**src/rtl/mult_pkg.sv**
```systemverilog
// Shared definitions for the multiplier-sharing arbiter: state encoding,
// default operand width and the round-robin wrap helper.
package mult_pkg;

  localparam int unsigned MULT_DATA_W = 32;

  typedef enum logic [1:0] {
    ARB_IDLE  = 2'd0,
    ARB_ISSUE = 2'd1,
    ARB_WAIT  = 2'd2,
    ARB_RESP  = 2'd3
  } arb_state_e;

  // Wraps v into [0, n) assuming v < 2*n.
  function automatic int unsigned rr_wrap(input int unsigned v, input int unsigned n);
    return (v >= n) ? (v - n) : v;
  endfunction

endpackage

```
**src/rtl/rr_pick.sv**
```systemverilog
// Combinational round-robin picker: first set request at or above the
// pointer, wrapping modulo NUM_REQ. Outputs the one-hot winner and its index.
module rr_pick
  import mult_pkg::*;
#(
  parameter int unsigned NUM_REQ = 4,
  parameter int unsigned IDX_W   = $clog2(NUM_REQ)
) (
  input  logic [NUM_REQ-1:0] iReq,
  input  logic [IDX_W-1:0]   iPtr,
  output logic [NUM_REQ-1:0] oGrant,
  output logic [IDX_W-1:0]   oIdx
);

  // Scan NUM_REQ positions starting at the pointer; the first hit wins.
  always_comb begin
    logic             found;
    logic [IDX_W-1:0] cand;
    oGrant = '0;
    oIdx   = '0;
    found  = 1'b0;
    cand   = '0;
    for (int unsigned off = 0; off < NUM_REQ; off++) begin
      cand = IDX_W'(rr_wrap(32'(iPtr) + off, NUM_REQ));
      if (!found && iReq[cand]) begin
        found        = 1'b1;
        oGrant[cand] = 1'b1;
        oIdx         = cand;
      end
    end
  end

endmodule

```
**src/rtl/mult_share_arbiter.sv**
```systemverilog
// Round-robin arbiter/sequencer sharing one sequential multiplier among
// NUM_REQ requesters. Latches the winner's operands, issues a one-cycle start
// pulse, waits for completion, returns the product and rotates priority.
// Optional watchdog on the wait phase: define MULT_ARB_TIMEOUT_EN.
module mult_share_arbiter
  import mult_pkg::*;
#(
  parameter int unsigned NUM_REQ        = 4,
  parameter int unsigned DATA_W         = MULT_DATA_W,
  parameter int unsigned TIMEOUT_CYCLES = 40
) (
  input  logic                      Clock,
  input  logic                      Reset,
  input  logic [NUM_REQ-1:0]        iReq,
  input  logic [NUM_REQ*DATA_W-1:0] iOpA,
  input  logic [NUM_REQ*DATA_W-1:0] iOpB,
  output logic [NUM_REQ-1:0]        oGrant,
  output logic [NUM_REQ-1:0]        oDone,
  output logic [2*DATA_W-1:0]       oResult,
  output logic                      oMul_Valid,
  output logic [DATA_W-1:0]         oMul_A,
  output logic [DATA_W-1:0]         oMul_B,
  input  logic                      iMul_Done,
  input  logic [2*DATA_W-1:0]       iMul_Product,
  output logic                      oMul_Ack,
  output logic                      oError
);

  localparam int unsigned IdxW = $clog2(NUM_REQ);

  if (NUM_REQ < 2 || NUM_REQ > 8 || TIMEOUT_CYCLES < 1) begin : g_bad_param
    $error("mult_share_arbiter: parameter out of range");
  end

  arb_state_e          state_q, state_d;
  logic [IdxW-1:0]     ptr_q, ptr_d;
  logic [IdxW-1:0]     owner_q, owner_d;
  logic [NUM_REQ-1:0]  grant_q, grant_d;
  logic [NUM_REQ-1:0]  done_q, done_d;
  logic [2*DATA_W-1:0] result_q, result_d;
  logic                valid_q, valid_d;
  logic [DATA_W-1:0]   mul_a_q, mul_a_d;
  logic [DATA_W-1:0]   mul_b_q, mul_b_d;
  logic                ack_q, ack_d;

  logic [NUM_REQ-1:0]  pick_grant;
  logic [IdxW-1:0]     pick_idx;
  logic [IdxW-1:0]     next_ptr;

`ifdef MULT_ARB_TIMEOUT_EN
  localparam int unsigned CntW = $clog2(TIMEOUT_CYCLES + 1);
  logic [CntW-1:0] wd_q, wd_d;
  logic            err_q, err_d;
`endif

  rr_pick #(
    .NUM_REQ (NUM_REQ),
    .IDX_W   (IdxW)
  ) u_rr_pick (
    .iReq   (iReq),
    .iPtr   (ptr_q),
    .oGrant (pick_grant),
    .oIdx   (pick_idx)
  );

  // Just-served requester drops to lowest priority.
  assign next_ptr = IdxW'(rr_wrap(32'(owner_q) + 32'd1, NUM_REQ));

  // Next-state and registered-output logic; pulses default low every cycle.
  always_comb begin
    state_d  = state_q;
    ptr_d    = ptr_q;
    owner_d  = owner_q;
    grant_d  = grant_q;
    done_d   = '0;
    result_d = result_q;
    valid_d  = 1'b0;
    mul_a_d  = mul_a_q;
    mul_b_d  = mul_b_q;
    ack_d    = 1'b0;
`ifdef MULT_ARB_TIMEOUT_EN
    wd_d     = '0;
    err_d    = 1'b0;
`endif
    case (state_q)
      ARB_IDLE: begin
        if (|iReq) begin
          state_d = ARB_ISSUE;
          owner_d = pick_idx;
          grant_d = pick_grant;
          valid_d = 1'b1;
          mul_a_d = iOpA[32'(pick_idx)*DATA_W +: DATA_W];
          mul_b_d = iOpB[32'(pick_idx)*DATA_W +: DATA_W];
        end
      end
      ARB_ISSUE: begin
        state_d = ARB_WAIT;
      end
      ARB_WAIT: begin
        if (iMul_Done) begin
          result_d = iMul_Product;
          done_d   = grant_q;
          ack_d    = 1'b1;
          state_d  = ARB_RESP;
        end
`ifdef MULT_ARB_TIMEOUT_EN
        else if (wd_q == CntW'(TIMEOUT_CYCLES - 1)) begin
          // Abandon the operation: result untouched, no completion pulse.
          err_d   = 1'b1;
          ack_d   = 1'b1;
          grant_d = '0;
          ptr_d   = next_ptr;
          state_d = ARB_IDLE;
        end else begin
          wd_d = wd_q + 1'b1;
        end
`endif
      end
      ARB_RESP: begin
        grant_d = '0;
        ptr_d   = next_ptr;
        state_d = ARB_IDLE;
      end
      default: begin
        state_d  = ARB_IDLE;
        ptr_d    = '0;
        owner_d  = '0;
        grant_d  = '0;
        result_d = '0;
        mul_a_d  = '0;
        mul_b_d  = '0;
      end
    endcase
  end

  // State and output registers with synchronous reset.
  always_ff @(posedge Clock) begin
    if (Reset) begin
      state_q  <= ARB_IDLE;
      ptr_q    <= '0;
      owner_q  <= '0;
      grant_q  <= '0;
      done_q   <= '0;
      result_q <= '0;
      valid_q  <= 1'b0;
      mul_a_q  <= '0;
      mul_b_q  <= '0;
      ack_q    <= 1'b0;
    end else begin
      state_q  <= state_d;
      ptr_q    <= ptr_d;
      owner_q  <= owner_d;
      grant_q  <= grant_d;
      done_q   <= done_d;
      result_q <= result_d;
      valid_q  <= valid_d;
      mul_a_q  <= mul_a_d;
      mul_b_q  <= mul_b_d;
      ack_q    <= ack_d;
    end
  end

`ifdef MULT_ARB_TIMEOUT_EN
  // Watchdog counter and abort pulse; counter is zero on every wait entry.
  always_ff @(posedge Clock) begin
    if (Reset) begin
      wd_q  <= '0;
      err_q <= 1'b0;
    end else begin
      wd_q  <= wd_d;
      err_q <= err_d;
    end
  end

  assign oError = err_q;
`else
  assign oError = 1'b0;
`endif

  assign oGrant     = grant_q;
  assign oDone      = done_q;
  assign oResult    = result_q;
  assign oMul_Valid = valid_q;
  assign oMul_A     = mul_a_q;
  assign oMul_B     = mul_b_q;
  assign oMul_Ack   = ack_q;

endmodule

```
**config.mk**
```make
export PLATFORM = sky130hd
export DESIGN_NAME = mult_share_arbiter
export DESIGN_NICKNAME = d
export VERILOG_FILES = /design/src/rtl/mult_pkg.sv /design/src/rtl/rr_pick.sv /design/src/rtl/mult_share_arbiter.sv
export SDC_FILE = /design/constraint.sdc
export NUM_CORES = 1
export LEC_CHECK = 0
export ABC_AREA = 1
export CAP_MARGIN = 30
export CORE_AREA = 2 2 183 185
export DETAILED_ROUTE_END_ITERATION = 12
export DIE_AREA = 0 0 185 187
export DONT_BUFFER_PORTS = 1
export GPL_TIMING_DRIVEN = 0
export HOLD_SLACK_MARGIN = 0.08
export PLACE_DENSITY_LB_ADDON = 0.12
export SLEW_MARGIN = 40
export SYNTH_ARGS = -nofsm -noshare
export SYNTH_HDL_FRONTEND = slang
export SYNTH_SLANG_ARGS = --single-unit
```
**constraint.sdc**
```tcl
create_clock -name Clock -period 6.95 [get_ports Clock]
set_input_delay 0.3475 -clock Clock [delete_from_list [all_inputs] [get_ports Clock]]
set_output_delay 0.3475 -clock Clock [all_outputs]
set_load 0.05 [all_outputs]
```
==> qor.tcl <==
set qor(run_status) {finished clean}
set qor(postSynthCellCount) 1514
set qor(timing.critical_path.mode_cell) {sky130_fd_sc_hd__nand3_1}
set qor(timing.reg2reg.setup_slack_ns) 3.68
set qor(startpoint_type) {flip-flop}
set qor(max_slew.worst_pin.slew_ns) 0.759
set qor(detailedRoute.firstPassIterationCount) 5
set qor(worst_hold_path_cells) 2
set qor(main_flop_type_after_synthesis) {sky130_fd_sc_hd__dfxtp_1}
set qor(share_clk_of_total_power) 0.176
set qor(die_h_um) 187
set qor(clock-root-buffer) {sky130_fd_sc_hd__clkbuf_16}
set qor(worst_hold_path_type) {in -> reg}
set qor(hold_wc_startpoint) {iMul_Product[19]}
set qor(antenna_violations_before_repair) 1
set qor(drc_violations_left) 0
set qor(routed-via-count) 9573
set qor(max-vdd-ir-drop_mv) 0.176
set qor(grt_max_degree) 17
set qor(holdBufCountCts) 65
set qor(clock_insertion_delay_worst_skew_ns) 0.45
set qor(synth.yosys.warnings) 0
set qor(synth_sequential_area_ratio) 0.324
set qor(grt_first_pass_wirelength_um) 54500
set qor(crit_slowest_cell) {sky130_fd_sc_hd__dfxtp_1}
set qor(tritoncts) {done}
set qor(required_ns) 7.29
set qor(cts_setup_buffers) 0
set qor(synth_top_cell_area_share) 0.324
set qor(timing.max_slew.rel_slack) 0.494
set qor(starting_density) 0.271
set qor(timing.final.hold_violations) 0
set qor(leakage_power_of_the_design_nw) 5.75
set qor(post_drt_via_cell_ratio) 4.65
set qor(dieArea_mm2) 0.0346
set qor(regToRegEndpoint) {oMul_A[9]$_SDFFE_PP0P_}
set qor(crit_path_end_kind) {flip-flop}
set qor(wire_per_inst_um) 18.3
set qor(setup-violations-final) 0
set qor(core_box_area_mm2) 0.0329
set qor(gr-total-overflow) 0
set qor(maxClockFrequency_ghz) 0.306
set qor(asyncSetResetFlopFracSynth) 0
set qor(p_switching_mw) 2.96
set qor(synth-edff-count) 0
set qor(fin_setup_tns_ns) 0
set qor(critPathArrivalTime_ns) 3.60
set qor(clock-sinks) 144
set qor(synth.cell_area_mm2) 0.00889
set qor(cts-buffers-inserted) 17
set qor(criticalPathCategory) {reg -> reg}
set qor(ant_nets) 0
set qor(postRouteWirelength_um) 37600
set qor(critical_path_peak_fanout) 10
set qor(slew_viol_final) 0
set qor(final_layout_size_suffix_gt1_frac) 0.0615
set qor(min_period_over_period) 0.470
set qor(grt_setup_unrepaired) {false}
set qor(first_global_vias) 9279
set qor(max_cap_viols) 0
set qor(cell_internal_pwr_mw) 2.39
set qor(clk_pin_slew_worst_paths_ns) 0.07
set qor(timing.reg2reg.worst_path_depth) 14
set qor(cts_buffer_depth) 2
set qor(area.growth.synth_to_final_pct) 20.3
set qor(detail_route.iter0.violations) 438
set qor(port_buffers) 0
set qor(finalHoldWorstSlack_ns) 0.114
set qor(clock_tree.htree_level_count) 4
set qor(synthDominantAreaCellType) {sky130_fd_sc_hd__dfxtp_1}
set qor(end_of_flow_core_utilization) 0.325
set qor(hold-path-endpoint) {oResult[19]$_SDFFE_PP0P_}
set qor(synthesis.nets) 1853
set qor(yosys-top-cells-area) {sky130_fd_sc_hd__dfxtp_1, sky130_fd_sc_hd__nand3_1, sky130_fd_sc_hd__inv_1}
set qor(syn_avg_cell_area_um2) 5.87
set qor(seqPwrFrac) 0.388
set qor(dp_hpwl_um) 29800
set qor(synthesis_stage_register_bit_count) 144
set qor(gp_congestion) 0.875
set qor(layout_min_cycle_time_ns) 3.27
set qor(synthTopCellsByCount) {sky130_fd_sc_hd__nand3_1, sky130_fd_sc_hd__inv_1, sky130_fd_sc_hd__nand2_1}
set qor(power.share.combinational) 0.436
set qor(clock-skew-final_ns) 0.0164
set qor(chipWidth_um) 185
set qor(slowest_delay_ns) 0.52
set qor(power.switching_fraction) 0.554
set qor(pwr_density_cell_mw_per_mm2) 501
set qor(synth.lib_cells_used.distinct) 29
set qor(reg2reg_from) {ptr_q[1]$_SDFFE_PP0P_}
set qor(critical_path.n_buffers_inverters) 5
set qor(critical-path-top-delay-family) {buffers and inverters}
set qor(worstPathCellList) {inv_1 -> ha_1 -> inv_1 -> nand3_1 -> nand2_1 -> a21oi_1 -> nand2_2 -> buf_2 -> buf_2 -> nand3_1 -> nand3_1 -> nand3_1 -> nand2_1 -> inv_1}
set qor(most_frequently_used_cell_type_in_the_post_synthesis_netlist) {sky130_fd_sc_hd__nand3_1}
set qor(cts.repair.resized) 0
set qor(rows) 67
set qor(fin_total_pwr_mw) 5.36
set qor(io_pins) 466
set qor(finish.net_count) 1937
set qor(track_usage) 0.212
## kinds of logic (layout without fill, tap and decap cells)
family,after synthesis,in the layout,share of synthesized area
flip-flops,144,144,0.324
AO/OA/AOI/OAI,90,90,0.0532
other,1,2,0.000422
adder cells (fa/ha/maj),12,12,0.0169
buffers and inverters,415,511,0.192
XOR/XNOR,1,1,0.000985
AND/OR/NAND/NOR,851,851,0.413
## power by group through the flow
stage          Combinational (mW)  Clock [mW]  Sequential, mW
6_report                     2.34       0.942            2.08
5_1_grt                      2.65        1.01            2.11
4_1_cts                      2.37       0.978            2.08
3_5_place_dp                 2.33           0            2.10
3_3_place_gp                 2.32           0            2.10
2_1_floorplan                1.66           0            2.00
## cells in the final DEF (no fill, tap or decap), types with 2 or more instances in the layout
| cell type | instances |
|---|---|
| sky130_fd_sc_hd__inv_6 | 5 |
| sky130_fd_sc_hd__buf_1 | 8 |
| sky130_fd_sc_hd__a22oi_1 | 2 |
| sky130_fd_sc_hd__buf_2 | 32 |
| sky130_fd_sc_hd__or2_2 | 3 |
| sky130_fd_sc_hd__nand2_4 | 2 |
| sky130_fd_sc_hd__a21oi_1 | 10 |
| sky130_fd_sc_hd__clkbuf_16 | 17 |
| sky130_fd_sc_hd__nand3_2 | 2 |
| sky130_fd_sc_hd__buf_6 | 12 |
| sky130_fd_sc_hd__ha_1 | 12 |
| sky130_fd_sc_hd__or2_1 | 2 |
| sky130_fd_sc_hd__nor2_2 | 4 |
| sky130_fd_sc_hd__inv_2 | 4 |
| sky130_fd_sc_hd__clkinv_4 | 2 |
| sky130_fd_sc_hd__dfxtp_1 | 144 |
| sky130_fd_sc_hd__o211ai_1 | 5 |
| sky130_fd_sc_hd__nand3_1 | 317 |
| sky130_fd_sc_hd__nor2_1 | 254 |
| sky130_fd_sc_hd__nand4_1 | 3 |
| sky130_fd_sc_hd__clkbuf_1 | 39 |
| sky130_fd_sc_hd__bufinv_16 | 2 |
| sky130_fd_sc_hd__clkinvlp_4 | 2 |
| sky130_fd_sc_hd__nand2_1 | 258 |
| sky130_fd_sc_hd__o21ai_0 | 71 |
| sky130_fd_sc_hd__buf_4 | 4 |
| sky130_fd_sc_hd__dlygate4sd3_1 | 65 |
| sky130_fd_sc_hd__inv_1 | 316 |
| sky130_fd_sc_hd__nand2_2 | 4 |
## metal layers
metal  vias to the layer above  wire length (um)  track usage
li1                       4763                 -            -
met4                         0              1490       0.0958
met3                        69              3440       0.0717
met2                       444             17900        0.367
met5                         -                 0            0
met1                      4297             14800        0.234
## state kept, by name, summed over array words and instances, names as in the netlist
| name | flops |
|---|---|
| oDone | 4 |
| oGrant | 4 |
| oMul_A | 32 |
| oMul_Ack | 1 |
| oMul_B | 32 |
| oMul_Valid | 1 |
| oResult | 64 |
| owner_q | 2 |
| ptr_q | 2 |
| state_q | 2 |
## worst max path at each step
stage | end | cells past startpoint | slack, ns | start
6_report | oMul_A[9]$_SDFFE_PP0P_ | 14 | 3.68 | ptr_q[1]$_SDFFE_PP0P_
3_3_place_gp | oMul_A[9]$_SDFFE_PP0P_ | 14 | 3.71 | ptr_q[1]$_SDFFE_PP0P_
2_1_floorplan | oMul_A[8]$_SDFFE_PP0P_ | 16 | 4.64 | ptr_q[1]$_SDFFE_PP0P_
4_1_cts | oMul_A[27]$_SDFFE_PP0P_ | 14 | 3.66 | ptr_q[1]$_SDFFE_PP0P_
3_5_place_dp | oMul_A[27]$_SDFFE_PP0P_ | 14 | 3.69 | ptr_q[1]$_SDFFE_PP0P_
5_1_grt | oMul_A[29]$_SDFFE_PP0P_ | 14 | 3.43 | ptr_q[1]$_SDFFE_PP0P_
## through the flow
step                      instance area [um2]  instances  worst slack, ns
after floorplan                          8890       1514             4.64
after global placement                   9450       1962             3.71
after detailed placement                 9450       1962             3.69
after CTS                               10700       2058             3.66
after global routing                    10700       2059             3.43
final                                   10700       2059             3.68
## cell type report
| type | count | area, um2 |
|---|---|---|
| multi-input cells | 955 | 4300 |
| diodes | 1 | 2.50 |
| clock inverters | 12 | 148 |
| clock buffers | 19 | 443 |
| fillers | 3752 | 22200 |
| well taps | 448 | 561 |
| inverters | 320 | 1200 |
| plain buffers | 95 | 503 |
| repair buffers | 65 | 651 |
| flip-flops and latches | 144 | 2880 |
Note: power is estimated with default switching activity, not from simulation.
